### src/rtl/imem_pkg.sv
`default_nettype none
// ---------------------------------------------------------------------------
// Module : imem_pkg
// Brief  : Shared types and constants for the instruction-memory loader.
// Rev    : 1.0  initial release
// ---------------------------------------------------------------------------
package imem_pkg;

  // Default instruction-memory geometry: 512 words of 32 bits.
  localparam int IMEM_ADDR_W    = 9;
  localparam int IMEM_DATA_W    = 32;

  // A word is always assembled from this many bytes.
  localparam int BYTES_PER_WORD = 4;
  localparam int BYTE_CNT_W     = $clog2(BYTES_PER_WORD);

  // Loader control states.
  typedef enum logic [1:0] {
    ST_IDLE    = 2'd0,
    ST_COLLECT = 2'd1,
    ST_WRITE   = 2'd2,
    ST_DONE    = 2'd3
  } imem_state_e;

  // True when the byte counter points at the last byte slot of a word.
  function automatic logic is_last_byte(input logic [BYTE_CNT_W-1:0] cnt);
    return cnt == BYTE_CNT_W'(BYTES_PER_WORD - 1);
  endfunction

endpackage
`default_nettype wire

### src/rtl/imem_byte_packer.sv
`default_nettype none
// ---------------------------------------------------------------------------
// Module : imem_byte_packer
// Brief  : Assembles little-endian bytes into a word; flags the 4th byte.
// Rev    : 1.0  initial release
// ---------------------------------------------------------------------------
module imem_byte_packer
  import imem_pkg::*;
#(
  parameter int DATA_W = IMEM_DATA_W
) (
  input  logic              clk,
  input  logic              reset,
  input  logic              clear,
  input  logic              accept,
  input  logic [7:0]        in_data,
  output logic [DATA_W-1:0] word,
  output logic              word_ready
);

  logic [DATA_W-1:0]     word_q, word_d;
  logic [BYTE_CNT_W-1:0] cnt_q,  cnt_d;

  // Shift each accepted byte in from the top so that after four bytes the
  // first one lands in bits 7:0 (little-endian assembly).
  always_comb begin
    word_d = word_q;
    cnt_d  = cnt_q;
    if (clear) begin
      cnt_d = '0;
    end else if (accept) begin
      word_d = {in_data, word_q[DATA_W-1:8]};
      cnt_d  = cnt_q + BYTE_CNT_W'(1);
    end
  end

  // Packer storage; the counter wraps back to 0 on the 4th byte.
  always_ff @(posedge clk) begin
    if (reset) begin
      word_q <= '0;
      cnt_q  <= '0;
    end else begin
      word_q <= word_d;
      cnt_q  <= cnt_d;
    end
  end

  assign word       = word_q;
  assign word_ready = accept & ~clear & is_last_byte(cnt_q);

endmodule
`default_nettype wire

### src/rtl/imem_loader.sv
`default_nettype none
// ---------------------------------------------------------------------------
// Module : imem_loader
// Brief  : Loads a byte stream into instruction memory, one word per
//          4 accepted bytes, while holding the fetch stage.
// Rev    : 1.0  initial release
// ---------------------------------------------------------------------------
module imem_loader
  import imem_pkg::*;
#(
  parameter int ADDR_W = IMEM_ADDR_W,
  parameter int DATA_W = IMEM_DATA_W
) (
  input  logic              clk,
  input  logic              reset,
  input  logic              start,
  input  logic [ADDR_W:0]   length,
  input  logic [ADDR_W-1:0] base_addr,
  input  logic              in_valid,
  input  logic [7:0]        in_data,
  output logic              in_ready,
  output logic              mem_we,
  output logic [ADDR_W-1:0] mem_addr,
  output logic [DATA_W-1:0] mem_wdata,
  output logic              hold_fetch,
  output logic              done
);

  imem_state_e       state_q, state_d;
  logic [ADDR_W-1:0] addr_q,  addr_d;
  logic [ADDR_W:0]   words_q, words_d;

  logic              transfer;
  logic              start_accept;
  logic              word_ready;
  logic [DATA_W-1:0] packed_word;

  // Bytes are only taken while collecting; WRITE is a one-cycle bubble.
  assign in_ready     = (state_q == ST_COLLECT);
  assign transfer     = in_valid & in_ready;
  assign start_accept = start & ((state_q == ST_IDLE) | (state_q == ST_DONE));

  imem_byte_packer #(
    .DATA_W (DATA_W)
  ) u_packer (
    .clk        (clk),
    .reset      (reset),
    .clear      (start_accept),
    .accept     (transfer),
    .in_data    (in_data),
    .word       (packed_word),
    .word_ready (word_ready)
  );

  // Next-state, address and remaining-word bookkeeping.
  always_comb begin
    state_d = state_q;
    addr_d  = addr_q;
    words_d = words_q;
    unique case (state_q)
      ST_IDLE, ST_DONE: begin
        if (start) begin
          if (length == '0) begin
            state_d = ST_DONE;
          end else begin
            state_d = ST_COLLECT;
            addr_d  = base_addr;
            words_d = length;
          end
        end
      end
      ST_COLLECT: begin
        if (word_ready) begin
          state_d = ST_WRITE;
        end
      end
      ST_WRITE: begin
        // Address wraps naturally modulo 2^ADDR_W.
        addr_d  = addr_q + ADDR_W'(1);
        words_d = words_q - (ADDR_W + 1)'(1);
        state_d = (words_q == (ADDR_W + 1)'(1)) ? ST_DONE : ST_COLLECT;
      end
      default: begin
        state_d = ST_IDLE;
      end
    endcase
  end

  // Control registers; reset wins over everything, mid-load included.
  always_ff @(posedge clk) begin
    if (reset) begin
      state_q <= ST_IDLE;
      addr_q  <= '0;
      words_q <= '0;
    end else begin
      state_q <= state_d;
      addr_q  <= addr_d;
      words_q <= words_d;
    end
  end

  // All memory-side outputs come straight from flops, never from in_data.
  assign mem_we     = (state_q == ST_WRITE);
  assign mem_addr   = addr_q;
  assign mem_wdata  = packed_word;
  assign hold_fetch = (state_q == ST_COLLECT) | (state_q == ST_WRITE);
  assign done       = (state_q == ST_DONE);

endmodule
`default_nettype wire

### config.mk
export PLATFORM = sky130hd
export DESIGN_NAME = imem_loader
export DESIGN_NICKNAME = d
export VERILOG_FILES = /design/src/rtl/imem_pkg.sv /design/src/rtl/imem_byte_packer.sv /design/src/rtl/imem_loader.sv
export SDC_FILE = /design/constraint.sdc
export NUM_CORES = 1
export LEC_CHECK = 0
export ABC_AREA = 1
export CORE_MARGIN = 10
export CORE_UTILIZATION = 32
export DETAILED_ROUTE_END_ITERATION = 10
export PLACE_DENSITY = 0.56
export SLEW_MARGIN = 20
export SYNTH_ARGS = -nofsm -noshare
export SYNTH_HDL_FRONTEND = slang
export SYNTH_HIERARCHICAL = 1
export SYNTH_SLANG_ARGS = --single-unit
### constraint.sdc
create_clock -name clk -period 1.8 [get_ports clk]
set_input_delay 0.18 -clock clk [delete_from_list [all_inputs] [get_ports clk]]
set_output_delay 0.18 -clock clk [all_outputs]
set_load 0.01 [all_outputs]
After elaboration in Yosys (flattened, before gate mapping):

Index checks and enable logic that the tools add are counted.

* add/sub/neg operators: 3
* eq/ne operators: 8
* multiplexer cells: 11
* bitwise logic cells: 7
* reductions and logical operators: 8

Operators by type and width (number)
* 2-to-1 mux 10 bit: 2
* one-hot mux 10 bit (2 select lines): 1
* 2-to-1 mux 9 bit: 2
* one-hot mux 9 bit (2 select lines): 1
* equality test 10 x 1 -> 1 bit (second input constant): 1
* zero test 10 bit: 1
* subtractor 10 x 1 -> 10 bit (second input constant): 1
* adder 9 x 1 -> 9 bit (second input constant): 1
* 2-to-1 mux 2 bit: 4
* equality test 2 bit (second input constant): 3
* one-hot mux 2 bit (3 select lines): 1
* AND 1 bit: 4
* inequality test 2 bit (second input constant): 2
* AND reduction 2 bit: 2
* OR reduction 2 bit: 2
* AND reduction 3 bit: 1
* adder 2 x 1 -> 2 bit (second input constant): 1
* equality test 2 x 1 -> 1 bit (second input constant): 1
* zero test 2 bit: 1
* inequality test 2 x 1 -> 1 bit (second input constant): 1
* bitwise OR 1 bit: 2
* nonzero test 2 bit: 1
* inverter 1 bit: 1

* register bits after elaboration: 55
* input bits: 31
* output and inout bits: 45

Longest topological paths before layout:

Gate-level depths: netlist (run 1).

* word-level depth: 8
* mapped depth: 11
* mapped depth without buffers: 10

Hierarchy:

The synthesis (run 1) kept the hierarchy.

By module, submodules not included
* imem_loader: instances 1, cells each 250, area each 1546.5 µm²
* imem_byte_packer: instances 1, cells each 219, area each 1462.7 µm²

Worst setup path after synthesis (run 1):

No wires, ideal clock.

* path type: register to register
* start: reg state_q[0]
* end: reg state_q[1]
* arrival time: 1.707 ns
* slack: -0.027 ns
* cell stages (with the launch flop): 12
* path buffers: 1
* cells stage by stage: dfxtp_1 > inv_1 > ha_1 > nand2_1 > inv_1 > inv_2 > buf_2 > and3_1 > o21ai_0 > inv_1 > o21ai_0 > a21oi_1

* word-level cells in the longest chain between the ends: 8
* elaborated cells between the ends (all ways): 15

Ends and longest elaborated chain
* start: declaration: RTL line imem_loader.sv:29 `imem_state_e state_q, state_d;`
* start signal: assignment: RTL line imem_loader.sv:96 `state_q <= state_d;`
* equality test 2 bit or zero test 2 bit (tied branches): RTL line imem_loader.sv:41 `assign start_accept = start & ((state_q == ST_IDLE) | (state_q == ST_DONE));`
* bitwise OR 1 bit *: RTL line imem_loader.sv:41
* AND 1 bit *: RTL line imem_loader.sv:41
* net start_accept: RTL line imem_loader.sv:34 `logic start_accept;`
* inverter 1 bit *: RTL line imem_byte_packer.sv:49 `assign word_ready = accept & ~clear & is_last_byte(cnt_q);`
* AND 1 bit * (2 in series): RTL line imem_byte_packer.sv:49
* net word_ready: RTL line imem_loader.sv:35 `logic word_ready;`
* inequality test 2 x 1 -> 1 bit (no source line) *
* AND reduction 2 bit (no source line) *

Mark *: on every way through the listed nets, which the timed path passes. The rest lies on a longest branch.
A chain may end at the register's enable or synchronous reset.

Final worst setup path (run 1):

* start: reg state_q[0]
* end: reg state_q[0]

Same word-level chain as after synthesis.

==> results.sh, run 1 <==
export IMPL_first_global_vias=2927
export IMPL_syn_inst=469
export IMPL_synth_seq_cells=55
export IMPL_drt_iter0_drc=179
export IMPL_synthFlopType="dfxtp_1"
export IMPL_ys_seq_area_share_pct=36.59
export IMPL_cts_tree="built"
export IMPL_yosysMostFrequentCell="nor2_1"
export IMPL_drv_cap=0
export IMPL_postLayoutCoreUtil_pct=43.24
export IMPL_fin_crit_sh_pct=95.14
export IMPL_synth_top_cell_by_area="dfxtp_1"
export IMPL_clkTransAtPathRegs_ps=110
export IMPL_reg2reg_depth=10
export IMPL_ant_nets=0
export IMPL_cts_buffers_inserted=5
export IMPL_grt_usage_pct=11.86
export IMPL_grt_max_degree=35
export IMPL_period_needed_ps=1713
export IMPL_synth_top_cell_area_share_pct=36.59
export IMPL_crit_type="flip-flop to flip-flop"
export IMPL_met3_length_um=422
export IMPL_drt_total_wl_um=8200
export IMPL_wl_met2_um=3769
export IMPL_grt_ovfl_total=0
export IMPL_die_width_um=117.0
export IMPL_post_place_ws_ps=24.61
export IMPL_clock_sinks=55
export IMPL_regToRegEndpoint="state_q[0]$_SDFFE_PP0P_"
export IMPL_cp_startpoint="state_q[0]$_SDFFE_PP0P_"
export IMPL_cts_setup_buffers=0
export IMPL_root_buffer="clkbuf_8"
export IMPL_worst_pin_slew_ps=427.6
export IMPL_avgViaCountPerCell=4.554
export IMPL_met1_length_um=3926
export IMPL_avgSynthCellArea_um2=6.416
export IMPL_ys_top_cells_by_count="nor2_1 (105), nand2_1 (87), inv_1 (64)"
export IMPL_setup_viol=0
export IMPL_initial_utilization_pct=32.72
export IMPL_cts_buffer_depth=2
export IMPL_antennaDiodeCount=0
export IMPL_areaGrowthSynthToFinish_pct=32.14
export IMPL_power_mw=6.339
export IMPL_dieArea_um2=13680
export IMPL_cts_htree_levels=2
export IMPL_cp_max_fo=3
export IMPL_p_leak_nw=1.708
export IMPL_r2r_slack_ps=90
export IMPL_relSlewSlack_pct=71.38
export IMPL_yosys_cell_types_count=31
export IMPL_drc=0
export IMPL_required_ps=2010
export IMPL_min_path_type="flip-flop to flip-flop"
export IMPL_core_um2=9196
export IMPL_rsz0062_at_grt="no"
export IMPL_wl_per_cell_um=12.58
export IMPL_rows=35
export IMPL_top_layer="met4"
export IMPL_hold_violations=0
export IMPL_synth_nets=508
export IMPL_antenna_found_initial=0
export IMPL_syn_area_um2=3009
export IMPL_powerDensity_nw_per_um2=1594
export IMPL_yosys_top_cells_area="dfxtp_1 (37%), nor2_1 (13%), nand2_1 (11%)"
export IMPL_clkLatencyLatePin_ps=310
export IMPL_startpoint_type="flip-flop"
export IMPL_worst_slack_ps=87.41
export IMPL_worstSetupEndpoint="state_q[0]$_SDFFE_PP0P_"
export IMPL_grt_pass1_wl_um=13400
export IMPL_end_kind="flip-flop"
export IMPL_gp_congestion=0.8570
export IMPL_async_flop_share_pct=0
export IMPL_ir_drop_uv=815.2
export IMPL_cts_hold_buf=0
export IMPL_portBuffers=75
export IMPL_hpwl_um=5953
export IMPL_max_freq_mhz=583.9
export IMPL_fin_nets=579
export IMPL_synth_edf_count=0
export IMPL_num_io_pins=76
export IMPL_die_h_um=117.0
export IMPL_setup_total_negative_slack_ps=0
export IMPL_drt_pre_antenna_iters=4
export IMPL_final_max_slew_violation_count=0
export IMPL_r2r_start="state_q[0]$_SDFFE_PP0P_"
export IMPL_vias=2969
export IMPL_drive_above_1_share_pct=8.133
export IMPL_ys_warn_count=6
export IMPL_worstPathArrival_ps=1920
export IMPL_outcome="finished clean"
export IMPL_skew_ps=3.294
[critical path: stages, from the launching register on]
cell,delay (ps)
dfxtp_1,350
inv_1,50
ha_2,340
nand2_1,60
inv_1,120
inv_2,50
and3_1,150
o21ai_2,180
inv_1,100
o21ai_0,170
a21oi_1,60
[metrics by stage]
step / std cells / hold WS, ps / cell area, µm²
6_report: 652 / 479.3 / 3976
5_1_grt: 652 / 507.2 / 3976
4_1_cts: 652 / 473.1 / 3970
3_5_place_dp: 644 / 470.7 / 3877
3_3_place_gp: 644 / 450.6 / 3877
2_1_floorplan: 469 / 349.0 / 3009
[kinds of logic (layout without fill, tap and decap cells)]
logic type,Yosys count,after routing,share of synthesized area (%)
and+or+nand+nor,261,261,36.34
buffers and inverters,90,162,13.26
DFF,55,55,36.59
AOI/OAI and AO/OA,54,54,10.19
adders and majority gates,8,8,3.327
xor gates and xnor gates,1,1,0.2911
[per-layer routing]
layer  track usage (%)  vias up
met2             19.80       55
met1             14.90     1322
li1                  -     1588
met3             2.599        4
met5                 0        -
met4             3.542        0
[sequential cells by signal, summed over array words and instances, names as in the netlist]
register,count
u_packer/word,32
words_q,10
state_q,2
mem_addr,9
u_packer/cnt_q,2
[cells in the final DEF, fill, tap and decap left out, types with 2 or more instances in the layout]
cell / n
inv_1: 64
o21ai_0: 17
a21oi_1: 22
inv_2: 3
nor3_1: 3
buf_4: 8
dfxtp_1: 54
a21oi_2: 2
nand3_1: 52
nand2_1: 87
or2_2: 3
clkdlybuf4s50_1: 72
nor2_2: 6
nor2_1: 105
clkbuf_8: 5
o21ai_1: 5
buf_12: 3
ha_1: 7
dlygate4sd2_1: 2
o21ai_2: 4
[cell type report]
type / count / area [µm²]
well taps: 111 / 138.9
fillers: 1009 / 5220
inverters: 68 / 257.7
flip-flops and latches: 55 / 1102
clock inverters: 3 / 22.52
repair buffers: 86 / 870.8
multi-input cells: 324 / 1515
clock buffers: 5 / 68.82
[where the power goes]
part / internal (mW) / leakage, nW / switching, mW
combinational: 1.58 / 1.21 / 2.14
clock: 0.281 / 0.0485 / 0.437
sequential: 1.60 / 0.451 / 0.298
[worst min path at each step]
stage                                         startpoint                             end  slack [ps]  cells after the start
after floorplan                                    reset         state_q[1]$_SDFFE_PP0P_         350                      3
after global placement    u_packer/cnt_q[1]$_SDFFE_PP0P_  u_packer/cnt_q[1]$_SDFFE_PP0P_         450                      2
after detailed placement  u_packer/cnt_q[1]$_SDFFE_PP0P_  u_packer/cnt_q[1]$_SDFFE_PP0P_         470                      2
after CTS                                     in_data[4]  u_packer/word[28]$_SDFFE_PP0P_         470                      5
after global routing      u_packer/cnt_q[1]$_SDFFE_PP0P_  u_packer/cnt_q[1]$_SDFFE_PP0P_         510                      2
final                     u_packer/cnt_q[1]$_SDFFE_PP0P_  u_packer/cnt_q[1]$_SDFFE_PP0P_         480                      2
[what timing repair did]
item / 4_1_cts / 5_1_grt
pin swaps: 0 / 0
setup endpoints to repair: 3 / 3
gates resized for setup: 4 / 3
cloned: 0 / 0
No activity file was read; power rests on OpenSTA's default activity.
==> run 2: changes to the inputs <==
Settings changed: ABC_AREA 1 to unset, PLACE_DENSITY 0.56 to 0.57.
==> run 2 against run 1 <==
Against the previous run: the flow now finishes with violations (setup timing); final cell count fell by 22%; utilization rose by 4.6 points; critical endpoint is now words_q[7]$_SDFFE_PP0P_; sequential cell count did not move.
==> results.sh, run 2 <==
export IMPL_max_freq_mhz=503.9
export IMPL_clock_sinks=55
export IMPL_rows=34
export IMPL_synth_top_cell_area_share_pct=38.55
export IMPL_async_flop_share_pct=0
export IMPL_combinationalPowerShare_pct=51.9
export IMPL_required_ps=2050
export IMPL_setup_viol=20
export IMPL_yosysMostFrequentCell="dfxtp_1"
export IMPL_drt_iter0_drc=74
export IMPL_ff_latch_area_um2=1106
export IMPL_worst_slack_ps=-184.6
export IMPL_postLayoutCoreUtil_pct=47.80
export IMPL_grt_usage_pct=11.76
export IMPL_root_buffer="clkbuf_8"
export IMPL_switching_share_pct=38.25
export IMPL_power_mw=4.984
export IMPL_final_max_slew_violation_count=0
export IMPL_wl_per_cell_um=15.53
export IMPL_ant_nets=0
export IMPL_p_sw_mw=1.907
export IMPL_cts_buffers_inserted=5
export IMPL_cts_buffer_depth=2
export IMPL_cts_hold_buf=0
export IMPL_clkLatencyLatePin_ps=310
export IMPL_drive_above_1_share_pct=24.87
export IMPL_drv_cap=0
export IMPL_avgSynthCellArea_um2=9.522
export IMPL_fillers=818
export IMPL_min_path_type="input pin to flip-flop"
export IMPL_powerDensity_nw_per_um2=1196
export IMPL_initial_utilization_pct=32.75
export IMPL_ys_warn_count=6
export IMPL_synthFlopType="dfxtp_1"
export IMPL_drt_total_wl_um=7858
export IMPL_final_cell_mix="clkdlybuf4s50_1 (71), dfxtp_1 (53), nand2b_1 (34)"
export IMPL_avgViaCountPerCell=5.018
export IMPL_die_width_um=114.5
export IMPL_startpoint_type="flip-flop"
export IMPL_areaGrowthSynthToFinish_pct=45.95
export IMPL_hpwl_um=5691
export IMPL_grt_ovfl_total=0
export IMPL_p_int_mw=3.078
export IMPL_synth_top_cell_by_area="dfxtp_1"
export IMPL_setup_total_negative_slack_ps=-2810
export IMPL_largest_reg_flops=32
export IMPL_ys_top_cells_by_count="dfxtp_1 (55), nand2b_1 (34), mux2i_1 (26)"
export IMPL_clkTransAtPathRegs_ps=100
export IMPL_post_place_ws_ps=-289.0
export IMPL_power_frac_seq_pct=33.7
export IMPL_antennaDiodeCount=0
export IMPL_worst_pin_slew_ps=546.2
export IMPL_period_needed_ps=1985
export IMPL_end_kind="flip-flop"
export IMPL_ys_seq_area_share_pct=38.55
export IMPL_hold_violations=0
export IMPL_dieArea_um2=13110
export IMPL_synth_edf_count=0
export IMPL_critPathMaxStageDelay_ps=510
export IMPL_cts_htree_levels=2
export IMPL_rsz0062_at_grt="yes"
export IMPL_core_um2=8721
export IMPL_skew_ps=8.168
export IMPL_worstPathArrival_ps=2240
export IMPL_ir_drop_uv=593.8
export IMPL_p_leak_nw=1.524
export IMPL_fin_crit_sh_pct=110.3
export IMPL_die_h_um=114.5
export IMPL_synth_seq_cells=55
export IMPL_violations="setup timing"
export IMPL_relSlewSlack_pct=63.55
export IMPL_syn_inst=300
export IMPL_drt_pre_antenna_iters=4
export IMPL_crit_chain="inv_4, ha_4, or4b_4, o31ai_4, buf_4, buf_6, o21ai_2, a21oi_2"
export IMPL_grt_max_degree=44
export IMPL_vias=2539
export IMPL_crit_type="flip-flop to flip-flop"
export IMPL_multi_input_area_um2=1714
export IMPL_yosys_cell_types_count=52
export IMPL_first_global_vias=2599
export IMPL_layout_commonest_cell="clkdlybuf4s50_1"
export IMPL_yosys_top_cells_area="dfxtp_1 (39%), mux2i_1 (9.1%), nand2b_1 (7.4%)"
export IMPL_grt_pass1_wl_um=12980
export IMPL_antenna_found_initial=0
export IMPL_slowest_stage="or4b_4"
export IMPL_r2r_slack_ps=-180
export IMPL_pwr_share_clk_pct=14.4
export IMPL_num_io_pins=76
export IMPL_drc=0
export IMPL_gp_congestion=0.7892
export IMPL_synth_nets=339
export IMPL_fin_nets=436
export IMPL_cts_tree="built"
export IMPL_portBuffers=75
export IMPL_cp_max_fo=6
export IMPL_outcome="finished, violations left"
export IMPL_syn_area_um2=2856
[run 2: worst max-delay path: cells and delay by family (launching register included)]
family | cells | cell delay [ps]
fa+ha+maj | 1 | 260
flops | 1 | 370
compound gates | 3 | 450
simple gates | 1 | 510
buf+inv | 3 | 330
[run 2: power by group through the flow]
| stage | combinational [mW] | clock, mW | sequential [mW] |
|---|---|---|---|
| floorplan | 1.39 | 0 | 1.70 |
| global placement | 2.30 | 0 | 1.68 |
| detailed placement | 2.31 | 0 | 1.68 |
| CTS | 2.42 | 0.736 | 1.66 |
| global route | 2.82 | 0.776 | 1.71 |
| finish | 2.59 | 0.717 | 1.68 |
[run 2: final timing paths]
kind	startpoint	to	cells past startpoint
max reg2reg	state_q[0]$_SDFFE_PP0P_	words_q[7]$_SDFFE_PP0P_	8
min reg2reg	words_q[6]$_SDFFE_PP0P_	words_q[6]$_SDFFE_PP0P_	2
min	reset	mem_addr[2]$_SDFFE_PP0P_	2
max	state_q[0]$_SDFFE_PP0P_	words_q[7]$_SDFFE_PP0P_	8
[run 2: per-layer routing]
metal / vias up / routed length [µm] / GRT usage [%]
met4: 0 / 34 / 2.005
met1: 1209 / 3638 / 14.58
met5: - / 0 / 0
met2: 61 / 3723 / 19.67
li1: 1265 / - / -
met3: 4 / 461 / 3.669
[run 2: cell families (layout without fill, tap and decap cells)]
kind of cell | after synthesis | after routing | share of synthesized area, %
and+or+nand+nor | 105 | 105 | 22.56
AOI/OAI and AO/OA | 73 | 73 | 19.14
DFF | 55 | 55 | 38.55
buffers and inverters | 30 | 128 | 6.044
muxes | 28 | 28 | 9.899
adders and majority gates | 8 | 8 | 3.504
xor gates and xnor gates | 1 | 1 | 0.3067
[run 2: final cells by class]
class,count,share of cell area [%]
repair buffers,110,26.02
flip-flops and latches,55,26.53
inverters,10,0.9604
clock inverters,2,0.3902
multi-input cells,215,41.12
well taps,108,3.241
clock buffers,6,1.741
[run 2: timing repair]
item,CTS,global route
pin swaps,0,6
cloned,1,0
setup endpoints to repair,21,26
setup buffers,2,5
resized for setup,13,22
[run 2: stage by stage]
| stage | instances | hold WS (ps) | area (µm²) |
|---|---|---|---|
| finish | 506 | 182.0 | 4169 |
| global route | 506 | 181.2 | 4169 |
| CTS | 502 | 173.8 | 4058 |
| detailed placement | 491 | 454.0 | 3913 |
| global placement | 491 | 448.7 | 3913 |
| floorplan | 300 | 348.5 | 2907 |
